--- config.mk ---
export PLATFORM = sky130hd
export DESIGN_NAME = usb1bd_pa_tx
export DESIGN_NICKNAME = d
export VERILOG_FILES = /design/src/rtl/usb1bd_pa_tx.sv
export SDC_FILE = /design/constraint.sdc
export NUM_CORES = 1
export LEC_CHECK = 0
export CAP_MARGIN = 20
export CORE_ASPECT_RATIO = 0.75
export CORE_MARGIN = 3
export CORE_UTILIZATION = 50
export CTS_CLUSTER_DIAMETER = 100
export DETAILED_ROUTE_END_ITERATION = 8
export PLACE_DENSITY = 0.75
export RECOVER_POWER = 100
export SLEW_MARGIN = 25
export SYNTH_ARGS = -nofsm -noshare
export SYNTH_HDL_FRONTEND = slang
export SYNTH_SLANG_ARGS = --single-unit
--- constraint.sdc ---
create_clock -name clk -period 2.1 [get_ports clk]
set_input_delay 0.525 -clock clk [delete_from_list [all_inputs] [get_ports clk]]
set_output_delay 0.525 -clock clk [all_outputs]
set_load 0.01 [all_outputs]
--- src/rtl/usb1bd_pa_tx.sv ---
// USB1.1 device packet assembler (UTMI TX side): sends handshake PIDs and
// data packets (PID, payload, CRC16) from a protocol-engine byte stream.
module usb1bd_pa_tx #(
  parameter int MAX_PLEN = 64
) (
  input  logic       clk,
  input  logic       rst,
  input  logic       send_token,
  input  logic [1:0] token_pid_sel,
  input  logic       send_data,
  input  logic [1:0] data_pid_sel,
  input  logic       send_zlen,
  input  logic [7:0] src_data,
  input  logic       src_valid,
  input  logic       src_last,
  output logic       src_ready,
  output logic [7:0] tx_data,
  output logic       tx_valid,
  input  logic       tx_ready,
  output logic       tx_busy,
  output logic       tx_done,
  output logic       underrun,
  output logic       len_err
);

  // state  | meaning
  // IDLE   | waiting for a send request
  // PID    | PID byte on the bus, payload prefetch running
  // DATA   | payload bytes from the holding register
  // CRC_LO | low CRC byte on the bus
  // CRC_HI | high CRC byte on the bus
  localparam int CW = $clog2(MAX_PLEN + 1);

  typedef enum logic [2:0] {
    S_IDLE, S_PID, S_DATA, S_CRC_LO, S_CRC_HI
  } state_t;

  state_t        state, state_nx;
  logic [7:0]    pid_byte;
  logic          is_token;
  logic          zlen;
  logic [7:0]    hold;
  logic          hold_last;
  logic          hold_full;
  logic          src_done;
  logic [CW-1:0] cnt;
  logic [CW-1:0] fcnt;
  logic [15:0]   crc;
  logic [15:0]   crc_tx;
  logic          accept;
  logic          take;
  logic          consume;
  logic          fetch_ok;
  logic          done_ev;
  logic          under_ev;
  logic          len_ev;

  function automatic logic [15:0] crc16_byte(input logic [15:0] c_in, input logic [7:0] d);
    logic [15:0] c;
    logic        fb;
    c = c_in;
    for (int i = 0; i < 8; i++) begin
      fb = c[15] ^ d[i];
      c  = {c[14:0], 1'b0};
      if (fb) c = c ^ 16'h8005;
    end
    return c;
  endfunction

  function automatic logic [7:0] pid_of(input logic [3:0] p);
    return {~p, p};
  endfunction

  function automatic logic [3:0] token_code(input logic [1:0] sel);
    logic [3:0] p;
    case (sel)
      2'd0:    p = 4'h2;
      2'd1:    p = 4'hA;
      2'd2:    p = 4'hE;
      default: p = 4'h6;
    endcase
    return p;
  endfunction

  function automatic logic [3:0] data_code(input logic [1:0] sel);
    logic [3:0] p;
    case (sel)
      2'd0:    p = 4'h3;
      2'd1:    p = 4'hB;
      2'd2:    p = 4'h7;
      default: p = 4'hF;
    endcase
    return p;
  endfunction

  // Wire CRC is the complemented, bit-reversed shift register.
  always_comb begin
    crc_tx = '0;
    for (int i = 0; i < 16; i++) crc_tx[i] = ~crc[15-i];
  end

  assign accept  = (state == S_IDLE) && (send_token || send_data);
  assign take    = src_valid && src_ready;
  assign consume = (state == S_DATA) && hold_full && tx_ready;
  // Stop fetching once the final byte or the length limit has been taken.
  assign fetch_ok = !is_token && !zlen && !src_done && (fcnt != CW'(MAX_PLEN));

  always_ff @(posedge clk or posedge rst) begin
    if (rst) state <= S_IDLE;
    else     state <= state_nx;
  end

  always_comb begin
    state_nx = state;
    done_ev  = 1'b0;
    under_ev = 1'b0;
    len_ev   = 1'b0;
    case (state)
      S_IDLE: if (accept) state_nx = S_PID;
      S_PID: begin
        if (tx_ready) begin
          if (is_token) begin
            state_nx = S_IDLE;
            done_ev  = 1'b1;
          end else if (zlen) begin
            state_nx = S_CRC_LO;
          end else begin
            state_nx = S_DATA;
          end
        end
      end
      S_DATA: begin
        if (consume) begin
          if (hold_last) begin
            state_nx = S_CRC_LO;
          end else if (cnt == CW'(MAX_PLEN - 1)) begin
            state_nx = S_CRC_LO;
            len_ev   = 1'b1;
          end
        end else if (!hold_full && !take) begin
          state_nx = S_IDLE;
          under_ev = 1'b1;
        end
      end
      S_CRC_LO: if (tx_ready) state_nx = S_CRC_HI;
      S_CRC_HI: begin
        if (tx_ready) begin
          state_nx = S_IDLE;
          done_ev  = 1'b1;
        end
      end
      default: state_nx = S_IDLE;
    endcase
  end

  always_comb begin
    tx_data   = 8'h00;
    tx_valid  = 1'b0;
    src_ready = 1'b0;
    tx_busy   = (state != S_IDLE);
    case (state)
      S_PID: begin
        tx_data   = pid_byte;
        tx_valid  = 1'b1;
        src_ready = fetch_ok && !hold_full;
      end
      S_DATA: begin
        tx_data   = hold;
        tx_valid  = hold_full;
        // A byte leaving the holder this cycle frees it for a same-cycle refill.
        src_ready = fetch_ok && (!hold_full || tx_ready);
      end
      S_CRC_LO: begin
        tx_data  = crc_tx[7:0];
        tx_valid = 1'b1;
      end
      S_CRC_HI: begin
        tx_data  = crc_tx[15:8];
        tx_valid = 1'b1;
      end
      default: ;
    endcase
  end

  always_ff @(posedge clk or posedge rst) begin
    if (rst) begin
      pid_byte  <= 8'h00;
      is_token  <= 1'b0;
      zlen      <= 1'b0;
      hold      <= 8'h00;
      hold_last <= 1'b0;
      hold_full <= 1'b0;
      src_done  <= 1'b0;
      cnt       <= '0;
      fcnt      <= '0;
      crc       <= 16'hFFFF;
    end else if (accept) begin
      is_token  <= send_token;
      zlen      <= !send_token && send_zlen;
      pid_byte  <= send_token ? pid_of(token_code(token_pid_sel))
                              : pid_of(data_code(data_pid_sel));
      hold_last <= 1'b0;
      hold_full <= 1'b0;
      src_done  <= 1'b0;
      cnt       <= '0;
      fcnt      <= '0;
      crc       <= 16'hFFFF;
    end else begin
      if (take) begin
        hold      <= src_data;
        hold_last <= src_last;
        hold_full <= 1'b1;
        fcnt      <= (fcnt == CW'(MAX_PLEN)) ? fcnt : fcnt + 1'b1;
        if (src_last) src_done <= 1'b1;
      end else if (consume) begin
        hold_full <= 1'b0;
      end
      if (consume) begin
        crc <= crc16_byte(crc, hold);
        cnt <= (cnt == CW'(MAX_PLEN)) ? cnt : cnt + 1'b1;
      end
    end
  end

  always_ff @(posedge clk or posedge rst) begin
    if (rst) begin
      tx_done  <= 1'b0;
      underrun <= 1'b0;
      len_err  <= 1'b0;
    end else begin
      tx_done  <= done_ev;
      underrun <= under_ev;
      len_err  <= len_ev;
    end
  end

endmodule

# Word-level counts from Yosys, hierarchy flattened
# Index checks and enable logic that the tools add are counted.
# word_totals
regBits,57
out_inout_bits,14
word_cells,172
inputBits,20
# classes
n_bitwise,35
reduce_logical,33
n_addsub,2
eq_ne,20
mux,68
# ops
cell,count
16-bit 2-to-1 mux,24
7-bit 2-to-1 mux,6
8-bit one-hot mux with 4 select lines,1
3-bit 2-to-1 mux,8
3-bit inverter,8
4-bit one-hot mux with 3 select lines,2
1-bit 2-to-1 mux,19
1-bit inverter,17
3-bit one-hot mux with 5 select lines,1
7-bit by 1-bit adder with 7-bit output (second input constant),2
7-bit == test (second input constant),2
2-bit != test (second input constant),6
1-bit logical AND,11
4-bit 2-to-1 mux,2
8-bit 2-to-1 mux,1
4-bit inverter,2
2-bit AND reduction,4
1-bit XOR,8
7-bit by 6-bit == test with 1-bit output (second input constant),1
7-bit != test (second input constant),1
3-bit by 2-bit == test with 1-bit output (second input constant),2
1-bit logical NOT,6
1-bit one-hot mux with 2 select lines,3
6-bit AND reduction,1
other kinds (13),20

# Logic depth before layout (Yosys ltp)
# depth
word_depth,33
mapped_depth,8
ltp_nobuf,7

# Worst setup path after synthesis
# OpenSTA, ideal clock, no wires.
# synth_timing
path_type,reg2reg
startpoint,reg crc[15]
endpoint,reg crc[15]
required_time_ns,2.028
synth_period_minus_slack_ns,1.939
setup_time_ns,0.072
path_slack_ns,0.161
stages_incl_launch_ff,6
t_arrival_ns,1.867
path_buffers,0
cell_sequence,dfstp_2 xor2_2 xor2_1 xnor3_2 xnor3_1 o21ai_1
# synth_via
elab_chain_len,32
# synth_lines
item,line_no,text
from (decl),48,logic [15:0] crc;
from (signal assigned),219,"crc <= crc16_byte(crc, hold);"
1-bit XOR,63,fb = c[15] ^ d[i];
16-bit 2-to-1 mux,65,if (fb) c = c ^ 16'h8005;
16-bit 2-to-1 mux,218,if (consume) begin
16-bit 2-to-1 mux,197,end else if (accept) begin
1-bit XOR,63,
16-bit 2-to-1 mux,65,
16-bit 2-to-1 mux,218,
16-bit 2-to-1 mux,197,
[16 not listed],--,
1-bit XOR,63,
16-bit 2-to-1 mux,65,
16-bit 2-to-1 mux,218,
16-bit 2-to-1 mux,197,
1-bit XOR,63,
16-bit 2-to-1 mux,65,
16-bit 2-to-1 mux,218,
16-bit 2-to-1 mux,197,
# No other way between the ends. The select of a mux whose other input is x is not followed.
# A chain may end at the register's enable or synchronous reset.

# Worst setup path in the final report
# layout_timing
startpoint,reg state[2]
endpoint,reg hold[1]
# layout_via
elab_chain_len,4
elab_cells_between_ends,8
classes_between,eq/ne (2); mux (1); bitwise (1); reduce/logical (4)
# layout_lines
item,line_no,text
from (decl),38,"state_t state, state_nx;"
from (signal assigned),110,else state <= state_nx;
"3-bit by 2-bit == test with 1-bit output, or another cell as far along",161,case (state)
1-bit one-hot mux with 2 select lines / 1-bit logical AND (equally long branches),"161, 102",
1-bit logical AND / 1-bit inverter (equally long branches),--,
2-bit AND reduction (no source line) (*),--,
to (signal assigned),210,hold <= src_data;
to (decl),42,logic [7:0] hold;
# Every way passes the cells marked *; elsewhere a longest branch is shown, timed or not.

==> results_dict.tcl <==
set metrics [dict create \
    avgSynthCellArea_sq_um 9.64 \
    intPower_mw 3.55 \
    cpPeakStageDelay_ps 490 \
    synth_warnings 0 \
    drtPass1Iterations 4 \
    drc 0 \
    drive_gt1_share_pct 27.7 \
    timing.final.crit_share_pct 105 \
    final_core_util_pct 69.5 \
    synth_fp_nets 340 \
    numPortBuffers 33 \
    holdWs_ps 478 \
    switchingPower_mw 2.28 \
    num_rows 23 \
    p_per_area_nw_per_um2 1500 \
    setup.worst_path.start_class "register" \
    clkPwrFrac_pct 11.3 \
    ys_seq_elements 55 \
    place_hpwl_mm 5.27 \
    fin_cells 465 \
    crit_cells 7 \
    crit_end "hold[1]$_DFFE_PP0P_" \
    syn2layout_area_growth_pct 28.2 \
    gr-total-overflow 0 \
    hold_buffers 0 \
    status "finished with violations" \
    grt_max_degree 22 \
    wl_per_cell_um 16.2 \
    drt_iter0_drc 206 \
    ys.flop_type "dfrtp_1" \
    crit_path_top_delay_cell "dfrtp_1" \
    power_frac_seq_pct 28.7 \
    synth_area_sq_um 3030 \
    cp_top_family "buffers and inverters" \
    rr_worst_depth 7 \
    ctsHtreeMaxLevel 2 \
    num_io_pins 34 \
    dieHeight_um 73.4 \
    max-slew-margin-rel_pct 60.5 \
    post_dp_cell_area_sq_um 3710 \
    clock_latency_ps 310 \
    path_cells "nor4_4, buf_4, o211ai_4, buf_4, nor3b_4, buf_4, mux2_2" \
    tightestPinTransition_ps 591 \
    cts_tree "built" \
    synth_cells 314 \
    place_congestion 0.869 \
    grt_pass1_wl_mm 12.1 \
    synth-edff-count 0 \
    final_cell_mix "dfrtp_1 (38), buf_4 (38), nor2_1 (35), nand2_1 (35), o21ai_0 (23)" \
    viasPerCell 5.56 \
    p_total_mw 5.84 \
    sw_frac_of_total_pct 39.1 \
    die_x_um 95.8 \
    clockRootBuffer "clkbuf_8" \
    fill_cells 438 \
    cap_violations 0 \
    dp_cells 446 \
    num_vias 2586 \
    cts.sinks 55 \
    crit_start "state[2]$_DFFE_PP0P_" \
    critPathRequiredTime_ps 2300 \
    async_flop_share_pct 100 \
    violations "setup timing" \
    rr_endpoint "hold[1]$_DFFE_PP0P_" \
    r2r_slack_ps -110 \
    clk_path_buf_depth 2 \
    final_nets 415 \
    fin_skew_ps 7.85 \
    crit_type "reg -> reg" \
    rsz0062_at_grt "yes" \
    antenna_found_initial 0 \
    wirelength_mm 7.53 \
    antenna_cells 0 \
    critPathArrivalTime_ps 2410 \
    p_leak_nw 1.68 \
    dp_worst_setup_slack_ps -407 \
    cp_common_cell "buf_4" \
    finalMaxSlewViolations 0 \
    hold_viol 0 \
    stdcell_area_sq_um 3880 \
    path_clk_slew_ps 100 \
    ir_worst_vdd_uv 810 \
    grt_pass1_vias 2492 \
    initial_core_util_pct 54.2 \
    cts_buffers 5 \
    hold_path_class "reg -> reg" \
    period_needed_ps 2210 \
    reg2reg_from "state[2]$_DFFE_PP0P_" \
    die-area_sq_um 7030 \
    drtAntennaViolNets 0 \
    ys_types 55 \
    p_comb_share_pct 60.0 \
    setup_violations 15 \
    setup_tns_ps -923 \
    core-area_sq_um 5580 \
    cp-end-kind "register" \
    fmax_mhz 453 \
    cp_num_buf_inv 3 \
    cp_max_fo 8 \
    grtUsageTotal_pct 22.3 \
    setup_slack_ps -106 \
    seq_area_frac_synth_pct 46.2 \
]
[power by group through the flow]
stage,Sequential [mW],Combinational [mW],Clock (mW)
floorplan,1.56,2.10,0
global placement,1.65,3.05,0
detailed placement,1.67,3.10,0
CTS,1.64,3.15,0.661
global route,1.71,3.78,0.710
finish,1.68,3.50,0.657
[cell type report]
| type | count | area, sq um | area share, % |
|---|---|---|---|
| multi-input cells | 231 | 1570 | 40.6 |
| inverters | 11 | 41.3 | 1.06 |
| repair buffers | 85 | 673 | 17.3 |
| flip-flops and latches | 55 | 1400 | 36.0 |
| clock buffers | 8 | 100 | 2.58 |
| well taps | 75 | 93.8 | 2.42 |
[synth_stat cells (2+ instances only)]
cell type | n | area share [%]
nand2b_1 | 4 | 0.83
nand3_1 | 5 | 0.83
a22o_1 | 2 | 0.58
nor2_1 | 35 | 4.3
a31oi_1 | 2 | 0.41
inv_1 | 11 | 1.4
dfstp_2 | 16 | 14
ha_1 | 6 | 2.5
nor3_1 | 9 | 1.5
a211oi_1 | 3 | 0.74
nor3b_1 | 2 | 0.50
clkbuf_1 | 10 | 1.2
nor2b_1 | 3 | 0.62
mux2_2 | 6 | 2.2
mux2_4 | 3 | 1.5
nand2_1 | 36 | 4.5
mux2i_1 | 3 | 0.99
a22o_2 | 2 | 0.66
xnor2_1 | 22 | 6.4
dfrtp_1 | 39 | 32
xor2_1 | 7 | 2.0
o22ai_1 | 9 | 1.9
nor4_1 | 4 | 0.83
o21ai_0 | 23 | 3.8
buf_2 | 4 | 0.66
o211ai_1 | 2 | 0.50
a21oi_1 | 18 | 3.0
[state kept, by name (all words and copies together), names as in the netlist]
name       count
src_done       1
pid_byte       7
zlen           1
hold           8
hold_last      1
cnt            7
underrun       1
len_err        1
hold_full      1
tx_done        1
crc           16
fcnt           7
state          3
[cells by family (layout without fill, tap and decap cells)]
group,count (synthesis),after routing,share of synthesized area (%)
xor gates and xnor gates,32,32,10.5
DFF,55,55,46.2
and+or+nand+nor,110,110,17.3
buffers and inverters,28,104,4.26
adders and majority gates,6,6,2.48
muxes,12,12,4.71
AOI/OAI and AO/OA,71,71,14.6
[worst min path at each step]
stage | from | to | cells after the start
CTS | crc[4]$_DFFE_PP1P_ | crc[12]$_DFFE_PP1P_ | 2
detailed placement | pid_byte[1]$_DFFE_PP0P_ | pid_byte[1]$_DFFE_PP0P_ | 1
finish | crc[4]$_DFFE_PP1P_ | crc[12]$_DFFE_PP1P_ | 2
floorplan | hold_last$_DFFE_PP0P_ | len_err$_DFF_PP0_ | 1
global placement | crc[4]$_DFFE_PP1P_ | crc[12]$_DFFE_PP1P_ | 2
global route | hold_last$_DFFE_PP0P_ | len_err$_DFF_PP0_ | 1
[metal layers]
metal / wire length, um / global-route usage (%) / vias to the layer above
met5: 0 / 0 / -
met4: 136 / 3.79 / 0
met2: 3390 / 35.5 / 102
li1: - / - / 1231
met1: 3480 / 31.7 / 1240
met3: 525 / 5.42 / 13
[tightest hold or removal path, cell delays in order, from the launching register on]
cell	delay [ps]
dfstp_2	390
nand2_1	50
nand2_1	50
[timing repair]
item                       CTS  global route
gates cloned                 0             1
setup endpoints to repair   12            18
resized for setup           33            22
setup buffers                4             6
pin swaps                    4             6
No activity file was read; power rests on OpenSTA's default activity.
